==> src/rtl/sbox_fresh_prng.sv <==
// Fresh-randomness source for the d=4 HPC1 masked S-box: LANES independent 15-bit
// Fibonacci LFSRs, serially seeded one word per lane, each stepped 15 times per enabled clock.
module sbox_fresh_prng #(
  parameter int LANES       = 13,
  parameter int FRESH_WIDTH = 15 * LANES
) (
  input  logic                   clk,
  input  logic                   rst,
  input  logic [14:0]            seed,
  input  logic                   seed_valid,
  output logic                   seed_ready,
  input  logic                   en,
  output logic [FRESH_WIDTH-1:0] Fresh,
  output logic                   fresh_valid
);

  typedef enum logic {LOAD, RUN} state_t;

  localparam logic [3:0] LAST_IDX = 4'(LANES - 1);

  state_t           state;
  state_t           state_nxt;
  logic [3:0]       idx;
  logic [3:0]       idx_nxt;
  logic [14:0]      lane     [LANES];
  logic [14:0]      lane_nxt [LANES];
  logic [FRESH_WIDTH-1:0] flat_nxt;

  // Fifteen unrolled steps of x^15+x^14+1, so a full fresh slice is replaced every clock.
  function automatic logic [14:0] step15(input logic [14:0] s);
    logic [14:0] t;
    t = s;
    for (int i = 0; i < 15; i++) begin
      t = {t[13:0], t[14] ^ t[13]};
    end
    return t;
  endfunction

  // No seed is ever consumed outside LOAD; a seed_valid in RUN only triggers re-seeding.
  assign seed_ready = (state == LOAD) && rst;

  always_comb begin
    state_nxt = state;
    idx_nxt   = idx;
    for (int k = 0; k < LANES; k++) begin
      lane_nxt[k] = lane[k];
    end
    if (state == LOAD) begin
      if (seed_valid) begin
        for (int k = 0; k < LANES; k++) begin
          if (idx == 4'(k)) begin
            lane_nxt[k] = (seed == 15'h0000) ? 15'h0001 : seed;
          end
        end
        if (idx == LAST_IDX) begin
          idx_nxt   = 4'd0;
          state_nxt = RUN;
        end else begin
          idx_nxt = idx + 4'd1;
        end
      end
    end else if (seed_valid) begin
      state_nxt = LOAD;
      idx_nxt   = 4'd0;
    end else if (en) begin
      for (int k = 0; k < LANES; k++) begin
        lane_nxt[k] = step15(lane[k]);
      end
    end
  end

  always_comb begin
    flat_nxt = '0;
    for (int k = 0; k < LANES; k++) begin
      flat_nxt[15*k +: 15] = lane_nxt[k];
    end
  end

  // Fresh is registered and forced to zero outside RUN so stale lanes are never exposed.
  always_ff @(posedge clk or negedge rst) begin
    if (!rst) begin
      state       <= LOAD;
      idx         <= 4'd0;
      for (int k = 0; k < LANES; k++) begin
        lane[k] <= 15'h0001;
      end
      Fresh       <= '0;
      fresh_valid <= 1'b0;
    end else begin
      state       <= state_nxt;
      idx         <= idx_nxt;
      for (int k = 0; k < LANES; k++) begin
        lane[k] <= lane_nxt[k];
      end
      fresh_valid <= (state_nxt == RUN);
      Fresh       <= (state_nxt == RUN) ? flat_nxt : '0;
    end
  end

endmodule

==> config.mk <==
export PLATFORM = sky130hd
export DESIGN_NAME = sbox_fresh_prng
export DESIGN_NICKNAME = d
export VERILOG_FILES = /design/src/rtl/sbox_fresh_prng.sv
export SDC_FILE = /design/constraint.sdc
export NUM_CORES = 1
export LEC_CHECK = 0
export CORE_UTILIZATION = 55
export DETAILED_ROUTE_END_ITERATION = 10
export PLACE_DENSITY_LB_ADDON = 0.05
export SYNTH_ARGS = -nofsm -noshare
export SYNTH_HDL_FRONTEND = slang
export SYNTH_SLANG_ARGS = --single-unit
==> constraint.sdc <==
create_clock -name clk -period 5.3 [get_ports clk]
set_input_delay 1.06 -clock clk [delete_from_list [all_inputs] [get_ports clk]]
set_output_delay 1.06 -clock clk [all_outputs]
set_load 0.02 [all_outputs]
# ---- Yosys cells after proc, flatten, opt, wreduce, memory -nomap -nowiden
# Cells that the tools add are included.
dict set report word_totals {
  register_bits 395
  input_bits 19
  wordCells 255
}
dict set report classes {
  addsub 1
  n_eq_ne 12
  mux 27
  bitwise_logic 196
  n_reduce_logical 3
}
# operator count
set op_table {}
lappend op_table {{$mux 195} 5}
lappend op_table {{$mux 15} 14}
lappend op_table {{$xor 1x1->1} 195}
lappend op_table {{$eq 4x4->1 const B} 5}
lappend op_table {{$eq 4x3->1 const B} 4}
lappend op_table {{$mux 4} 4}
lappend op_table {{$logic_not 15->1} 1}
lappend op_table {{$eq 4x2->1 const B} 2}
lappend op_table {{$add 4x1->4 const B} 1}
lappend op_table {{$eq 4x1->1 const B} 1}
lappend op_table {{$logic_not 4->1} 1}
lappend op_table {{$mux 1} 4}
lappend op_table {{$logic_and 1x1->1} 1}
lappend op_table {{$not 1->1} 1}

# ---- Logic depth before layout (Yosys ltp)
# Gate-level depths: netlist (run 1).
dict set report depth {
  ltp_word 6
  depth_mapped 8
  depth_no_buf 6
}

# ---- Least setup slack after synthesis (run 1)
# OpenSTA, ideal clock, no wires.
dict set report synth_timing {
  path_kind {input to output}
  from {input port rst}
  to {output port seed_ready}
  t_arrival_ns 1.387
  required_ns 4.240
  slack_ns 2.853
  path_stages 1
  n_path_buf 0
  cell_sequence {nor2b_1}
}
dict set report synth_via {
  elab_chain_cells 1
}
# item line
set synth_lines {}
lappend synth_lines {{start: declaration} 8} ;# input logic rst,
lappend synth_lines {{$logic_and 1x1->1} 40} ;# assign seed_ready = (state == LOAD) && rst;
lappend synth_lines {{end: declaration} 11} ;# output logic seed_ready,
# No other way between the ends.

# ---- Worst setup path after layout (run 1)
# Ends and elaborated chain as after synthesis.

==> results by group, run 1 <==
Outcome
  – Run status: finished clean

Floorplan
  – FP Rows: 68
  – Die Span Y: 190 um
  – Starting Density: 55.9%
  – Die area: 0.0360 mm^2
  – Core ar.: 0.0346 mm^2
  – Die Wd: 190 um
  – I/O pins: 216

Worst setup path
  – Critical Path RT: 4.24 ns
  – Crit end category: output pin
  – WS Path Type: in -> out
  – Critical path launch point type: input port
  – CP Max Fanout: 52
  – WP data arrival: 2.20 ns
  – R2R depth: 4

STA
  – Final Hold Violating Endpoints: 0
  – Max-slew headroom: 24.3%
  – Clock skew: 0.0143 ns
  – Max-slew violation count: 0
  – Period utilisation layout: 61.4%
  – Worst-margin pin slew: 1.14 ns
  – Final setup fails: 0
  – RSZ-0062 raised after global routing: no
  – Tmin final: 3.26 ns
  – Setup slack after layout: 2.04 ns
  – Sum Neg Setup Slack: 0 ns
  – Max Freq: 0.307 GHz

Place
  – DP Worst Slack: 1.76 ns
  – Placer's final routability congestion estimate: 0.768
  – I/O Buffers: 215
  – Final HPWL DP: 26300 um

Final layout
  – FILL cells: 2678
  – Layout cells sized above 1: 6.81%
  – Area grow syn2layout: 19.5%
  – Most frequent cells in the layout: 382 x dfrtp_1, 362 x mux2i_1, 212 x clkdlybuf4s50_1
  – # diodes: 0
  – Commonest non-fill, non-tap cell in the layout: dfrtp_1
  – Final #Nets: 1768

CTS
  – Setup Fix Bufs, Post-CTS: 0
  – Clock sinks: 395
  – CTS resizes: 0
  – Clock buffer depth: 3
  – Inserted Clock Buffers: 43
  – Skew-Pair Late Insertion Delay: 0.55 ns
  – Hold Buf Count CTS: 0
  – Clock transition at path regs: 0.07 ns
  – CTS HTree Levels: 2
  – CTS root buffer: clkbuf_16
  – CTS tree: done

Synthesis
  – Post-Synthesis Cells: 1586
  – Syn_area_per_cell: 12.2 um^2
  – Synth Area in Adders: 0.258%
  – Post-synthesis mux area share: 18.7%
  – Post-synth top flop: dfrtp_1
  – Synth unique cells: 40
  – Number of synthesized flops with an enable pin: 0
  – Async SR Flop Fraction: 100%
  – Largest family of logic cells by synthesized area: multiplexers
  – Netlist Area Pre-Place: 0.0194 mm^2
  – #FFs+latches synth: 395
  – Syn Nets: 1609
  – Synth Area in Simple Gates: 15.3%
  – Synth Area in Compound Gates: 1.32%
  – Yosys Warn Count: 0
  – XOR/XNOR share of the synthesized area: 9.36%
  – Sequential share of the synthesized area: 51.1%

Detailed routing
  – DRC violations left: 0
  – Drt total wl: 46500 um
  – DR WL/cell: 20.8 um
  – DR pass1 iterations: 4
  – Starting DRT DRC Count: 823
  – Routed length on met2: 21100 um
  – M1 wire length: 21700 um
  – Vias: 12480
  – Final ANT Viol Nets: 0
  – Metal3 WL: 2240 um
  – Vias per Instance: 5.59
  – Top Layer Used: met4

Power and ir drop
  – Leakage: 0.0117 uW
  – Power, Total: 11000 uW
  – Pwr Density: 477 mW/mm^2
  – Worst vdd ir: 0.000282 V

Global routing
  – Number of global-route vias before repair: 12745
  – First-pass GRT wire length: 72800 um
  – Initial antenna violation count: 1
  – GRT Total Usage: 26.1%
  – Pin count of the biggest net entering global routing: 167
  – Total grt overflow: 0

Run
  – # Max-Cap Violations: 0

Hold path
  – HP Class: in -> async
==> synth_stat cells (5+ instances only) <==
master,n,share of area (%)
and2_1,181,5.8
buf_1,10,0.19
buf_2,42,1.1
buf_4,9,0.35
buf_6,17,0.99
clkbuf_1,51,0.99
dfrtp_1,382,49
dfstp_2,13,1.8
inv_1,5,0.097
mux2i_1,362,19
nand2_1,12,0.23
nand2b_1,9,0.29
nand3b_1,181,7.0
nand4b_1,8,0.36
nor2_1,25,0.48
o21ai_0,8,0.21
o22ai_1,27,0.87
xnor2_1,26,1.2
xor2_1,181,8.2
==> final timing paths <==
path | from | endpoint | slack, ns
worst max-delay path | rst | seed_ready | 2.04
worst max register to register | state$_DFF_PN0_ | lane[180]$_DFF_PN1_ | 2.40
worst min register to register | lane[173]$_DFF_PN0_ | lane[173]$_DFF_PN0_ | 0.64
min in group clk | lane[173]$_DFF_PN0_ | lane[173]$_DFF_PN0_ | 0.64
worst min-delay path | rst | lane[91]$_DFF_PN0_ | 0.43
max in group asynchronous | rst | Fresh[189]$_DFF_PN0_ | 2.74
==> critical path, cell delays in order <==
cell	delay [ns]
buf_8	0.32
nor2b_1	0.18
clkdlybuf4s50_1	0.61
==> routing by layer <==
layer	vias up	global-route usage (%)
met5	-	0
met4	0	8.75
met3	93	4.28
met2	316	40.4
met1	6374	37.5
li1	5697	-
==> report_power, final <==
part           switching, uW  internal [uW]
logic                   1660           1550
clock network           1230           1940
registers                791           3880
total                   3680           7360
==> cell families (layout without fill, tap and decap cells) <==
family	Yosys count	count (layout)
xor+xnor	207	207
flops	395	395
compound gates	41	41
buf+inv	138	329
fa+ha+maj	4	4
mux	362	362
simple gates	439	439
==> state kept, by name, indices dropped and copies added (netlist names) <==
name / count
idx: 4
lane: 195
Fresh: 195
state: 1
==> area by class of cell <==
type                            instances  area (um^2)  area share [%]
Sequential cell                       395         9900            42.8
Multi-Input combinational cell       1053         8700            37.6
Clock inverter                         13          235            1.02
Tap cell                              455          569            2.46
Timing Repair Buffer                  246         2440            10.5
Inverter                                6         32.5           0.141
Clock buffer                           64         1260            5.44
==> metrics by stage <==
stage	cells	cell area, um^2	hold WS (ns)	utilization [%]
after floorplan	1586	19400	0.580	-
after global placement	2155	21600	0.617	62.5
after detailed placement	2155	21600	0.632	62.5
after CTS	2232	23100	0.427	66.8
after global routing	2232	23100	0.448	66.8
final	2232	23100	0.431	66.8
Note: power is estimated with default switching activity, not from simulation.
==> inputs of run 2 (changes only) <==
CORE_UTILIZATION = 51   (was 55)
clock period = 2.8 ns   (was 5.3 ns; I/O delays follow)
==> run 2 against run 1 <==
Register-to-register slack got worse by 1.9 ns. Non-clock buffer count is 19 higher. Clock skew grew 0.00052 ns. Combinational power grew 92%. Sequential cell count unchanged. Largest cell class unchanged.
==> results by group, run 2 (same netlist as run 1, synthesis figures left out) <==
Detailed routing
  – Final ANT Viol Nets: 0
  – Starting DRT DRC Count: 722
  – Drt total wl: 47700 um
  – Vias: 12398
  – DR pass1 iterations: 7
  – DR WL/cell: 20.7 um
  – Vias per Instance: 5.37
  – DRC violations left: 0

STA
  – Sum Neg Setup Slack: 0 ns
  – Tmin final: 2.69 ns
  – Period utilisation layout: 96.0%
  – RSZ-0062 raised after global routing: no
  – Setup slack after layout: 0.112 ns
  – Max Freq: 0.372 GHz
  – Clock skew: 0.0149 ns
  – Max-slew headroom: 34.8%
  – Final setup fails: 0
  – Worst-margin pin slew: 0.977 ns
  – Final Hold Violating Endpoints: 0
  – Max-slew violation count: 0

Floorplan
  – Die Wd: 197 um
  – Die area: 0.0388 mm^2
  – Starting Density: 51.7%
  – Core ar.: 0.0375 mm^2
  – I/O pins: 216
  – Die Span Y: 197 um
  – FP Rows: 71

Global routing
  – First-pass GRT wire length: 74600 um
  – GRT Total Usage: 25.1%
  – Pin count of the biggest net entering global routing: 184
  – Total grt overflow: 0
  – Initial antenna violation count: 0
  – Number of global-route vias before repair: 12948

Final layout
  – Core Util, Final: 62.4%
  – FILL cells: 3074
  – Commonest non-fill, non-tap cell in the layout: dfrtp_1
  – Most frequent cells in the layout: 382 x dfrtp_1, 362 x mux2i_1, 212 x clkdlybuf4s50_1
  – Area grow syn2layout: 20.8%
  – Layout cells sized above 1: 8.18%
  – Regs by FF count: Fresh x195, lane x195, idx x4
  – Final #Nets: 1786

Run
  – # Max-Cap Violations: 0

Place
  – DP Worst Slack: 0.444 ns
  – Final HPWL DP: 28400 um
  – I/O Buffers: 215
  – Placer's final routability congestion estimate: 0.778

Power and ir drop
  – Worst vdd ir: 0.000539 V
  – Pwr Density: 886 mW/mm^2
  – Leakage: 0.0118 uW

CTS
  – Clock transition at path regs: 0.06 ns
  – CTS root buffer: clkbuf_16
  – Skew-Pair Late Insertion Delay: 0.56 ns
  – CTS HTree Levels: 2
  – CTS resizes: 0
  – CTS tree: done
  – Inserted Clock Buffers: 42
  – Clock buffer depth: 3
  – Clock sinks: 395

Worst setup path
  – Reg-to-Reg End: Fresh[175]$_DFF_PN0_
  – Crit end category: output pin
  – WP data arrival: 2.13 ns
  – CP Max Fanout: 13
  – Critical path launch point type: flip-flop
  – Reg2reg setup slack: 0.52 ns
  – Critical Path RT: 2.24 ns
  – CP delay by family, top: buffers and inverters
  – Sum of buffers and inverters on the critical path: 1
  – WS Path Type: reg -> out
  – R2R depth: 7
  – Critical-path cell list: clkdlybuf4s50_1
  – Worst path slowest cell: clkdlybuf4s50_1
  – RR Startpoint: idx[0]$_DFFE_PN0P_
  – Max stage delay on crit path: 0.81 ns

Outcome
  – Run status: finished clean

Hold path
  – HP Class: in -> async
[run 2: cell count changes in the layout (fill, tap and decap cells not counted)]
cell / change
bufinv_16: -3
dlygate4sd3_1: +1
clkbuf_8: +1
clkinv_2: +9
diode_2: +1
buf_4: +10
clkbuf_1: -8
clkinv_8: -1
buf_12: +8
clkinv_4: +2
[run 2: layout make-up]
| class | instances | area [um^2] | area share (%) |
|---|---|---|---|
| Antenna cell | 1 | 2.50 | 0.0107 |
| Inverter | 6 | 32.5 | 0.139 |
| Tap cell | 511 | 639 | 2.73 |
| Timing Repair Buffer | 265 | 2680 | 11.5 |
| Clock inverter | 20 | 191 | 0.818 |
| Multi-Input combinational cell | 1053 | 8700 | 37.2 |
| Sequential cell | 395 | 9900 | 42.3 |
| Clock buffer | 57 | 1240 | 5.31 |
[run 2: how the worst max path moves through the flow]
stage	from	to	slack [ns]	cells after the start
floorplan	idx[0]$_DFFE_PN0P_	Fresh[13]$_DFF_PN0_	0.96	5
global placement	seed_valid	Fresh[31]$_DFF_PN0_	0.52	5
detailed placement	seed_valid	Fresh[175]$_DFF_PN0_	0.44	6
CTS	state$_DFF_PN0_	fresh_valid	0.09	1
global route	state$_DFF_PN0_	fresh_valid	0.04	1
finish	state$_DFF_PN0_	fresh_valid	0.11	1
[run 2: per-stage QoR]
stage | hold slack, ns | instances | cell area [um^2] | power, uW
after detailed placement | 0.402 | 2229 | 21900 | 15000
after CTS | 0.399 | 2307 | 23400 | 20900
final | 0.420 | 2308 | 23400 | 20700
after floorplan | 0.264 | 1586 | 19400 | 13300
after global routing | 0.423 | 2307 | 23400 | 22000
after global placement | 0.400 | 2229 | 21900 | 14800
[run 2: power breakdown]
group	total, uW	internal [uW]	switching [uW]	leakage (uW)
sequential	8820	7340	1480	0.00518
clock	5760	3400	2370	0.000713
combinational	6130	2970	3160	0.00589
[run 2: timing repair]
item	4_1_cts	5_1_grt
buffers inserted	0	0
hold buffers	1	0
hold endpoints to repair	14	0
[run 2: layer usage]
metal | routed length, um | GRT usage [%]
met1 | 22300 | 35.4
met2 | 22200 | 39.5
met3 | 1980 | 4.45
met4 | 1220 | 7.95
met5 | 0 | 0
==> inputs of run 3 (changes only) <==
CORE_UTILIZATION = 25   (was 51)
==> run 3 against run 2 <==
Routed wire length increased by 30%. Core utilization shrank 31 points. Critical path depth increased by 3. Clock-buffer cell count rose by 20. Clock skew up 0.0018 ns. Sequential power up 0.7%.
==> results by group, run 3 (same netlist as run 1, synthesis figures left out) <==
Final layout
  – Commonest non-fill, non-tap cell in the layout: dfrtp_1
  – Final std cells w/o fill: 2841
  – Finished layout cell area: 0.0242 mm^2
  – Final #Nets: 1796
  – Layout cells sized above 1: 8.89%
  – Regs by FF count: Fresh x195, lane x195, idx x4
  – # diodes: 0
  – Area of the multi-input gates: 0.00870 mm^2
  – Seq. cell area: 0.00990 mm^2
  – Core Util, Final: 31.7%
  – FILL cells: 7786
  – Most frequent cells in the layout: 382 x dfrtp_1, 362 x mux2i_1, 203 x clkdlybuf4s50_1
  – Area grow syn2layout: 25.1%

Global routing
  – Initial antenna violation count: 0
  – Number of global-route vias before repair: 13568
  – GRT Total Usage: 15.7%
  – Total grt overflow: 0
  – First-pass GRT wire length: 92200 um
  – Pin count of the biggest net entering global routing: 137

CTS
  – Clock sinks: 395
  – CTS HTree Levels: 2
  – Clock buffer depth: 3
  – Inserted Clock Buffers: 50
  – Skew-Pair Late Insertion Delay: 0.59 ns
  – CTS tree: done
  – CTS root buffer: clkbuf_16
  – CTS resizes: 0
  – Clock transition at path regs: 0.06 ns

Place
  – I/O Buffers: 215
  – Placer's final routability congestion estimate: 0.712
  – DP Area: 0.0226 mm^2
  – Placed cells: 2750
  – Final HPWL DP: 36800 um

STA
  – Max-slew violation count: 0
  – Max Freq: 0.416 GHz
  – Period utilisation layout: 85.8%
  – Max-slew headroom: 39.5%
  – Worst-margin pin slew: 0.907 ns
  – Final setup fails: 0
  – Tmin final: 2.40 ns
  – Final Hold Violating Endpoints: 0
  – Hold_ws: 0.433 ns
  – Clock skew: 0.0167 ns
  – RSZ-0062 raised after global routing: no
  – Sum Neg Setup Slack: 0 ns

Worst setup path
  – Critical Path RT: 2.24 ns
  – CP delay by family, top: buffers and inverters
  – Crit end category: output pin
  – WS Path Type: in -> out
  – Critical-path cell list: dlygate4sd3_1 > buf_8 > nor2b_1 > buf_12
  – Sum of buffers and inverters on the critical path: 3
  – WP data arrival: 1.84 ns
  – Reg2reg setup slack: 0.57 ns
  – CP Max Fanout: 34
  – Worst path slowest cell: dlygate4sd3_1
  – Critical path launch point type: input port
  – Max stage delay on crit path: 0.56 ns

Floorplan
  – I/O pins: 216
  – Die Span Y: 280 um
  – Die Wd: 280 um
  – Die area: 0.0786 mm^2
  – Core ar.: 0.0763 mm^2
  – FP Rows: 101
  – Starting Density: 25.4%

Outcome
  – Run status: finished clean

Detailed routing
  – Final ANT Viol Nets: 0
  – DRC violations left: 0
  – DR pass1 iterations: 4
  – Vias per Instance: 4.37
  – DR WL/cell: 21.7 um
  – Starting DRT DRC Count: 608
  – Drt total wl: 61700 um
  – Vias: 12411

Hold path
  – HP Class: in -> async

Power and ir drop
  – Worst vdd ir: 0.000427 V
  – Pwr Density: 893 mW/mm^2
  – Leakage: 0.0119 uW

Run
  – # Max-Cap Violations: 0
==> run 3: through the flow <==
| stage | setup slack, ns | power [uW] |
|---|---|---|
| 6_report | 0.396 | 21600 |
| 5_1_grt | 0.267 | 23100 |
| 4_1_cts | 0.338 | 22100 |
| 3_5_place_dp | 0.429 | 15300 |
| 3_3_place_gp | 0.454 | 15200 |
| 2_1_floorplan | 0.958 | 13300 |
==> run 3: repair_timing <==
item / CTS / global route
hold endpoints to repair: 30 / 0
hold buffers: 1 / 0
buffers inserted: 0 / 0
==> run 3: power by group <==
group / total, uW / internal (uW) / switching, uW
Sequential: 8880 / 7350 / 1530
Clock: 6530 / 3900 / 2630
Combinational: 6240 / 2970 / 3270
==> run 3: area by class of cell <==
| cell class | count | area share (%) |
|---|---|---|
| clock buffer | 77 | 6.13 |
| clock inverter | 13 | 0.594 |
| inverter | 6 | 0.134 |
| multi-input combinational | 1053 | 35.9 |
| sequential | 395 | 40.9 |
| tap | 1030 | 5.32 |
| timing repair buffer | 267 | 11.0 |
==> run 3: path summary, 6_finish.rpt <==
check                              startpoint                  end  depth (start not counted)
hold / removal                            rst   lane[82]$_DFF_PN0_                          2
min in group clk                   seed_valid   idx[0]$_DFFE_PN0P_                          3
hold reg to reg            lane[60]$_DFF_PN1_   lane[60]$_DFF_PN1_                          2
setup reg to reg           idx[2]$_DFFE_PN0P_  Fresh[13]$_DFF_PN0_                          5
setup / recovery                          rst           seed_ready                          4
max in group asynchronous                 rst  lane[173]$_DFF_PN0_                          3
==> run 3: layer usage <==
metal  global-route usage [%]  vias up  part of all wire, %
met4                     3.99        0                  2.2
met3                     2.81       71                  4.4
met5                        0        -                    0
met1                     21.9     6373                   47
met2                     25.2      209                   46
li1                         -     5758                    -
==> run 3: worst reg2reg max path, delay by kind of cell, from the launching register on <==
family / cells / cell delay [ns]
AO/OA/AOI/OAI: 1 / 0.09
buffers and inverters: 2 / 0.56
flip-flops: 1 / 0.81
AND/OR/NAND/NOR: 2 / 0.72
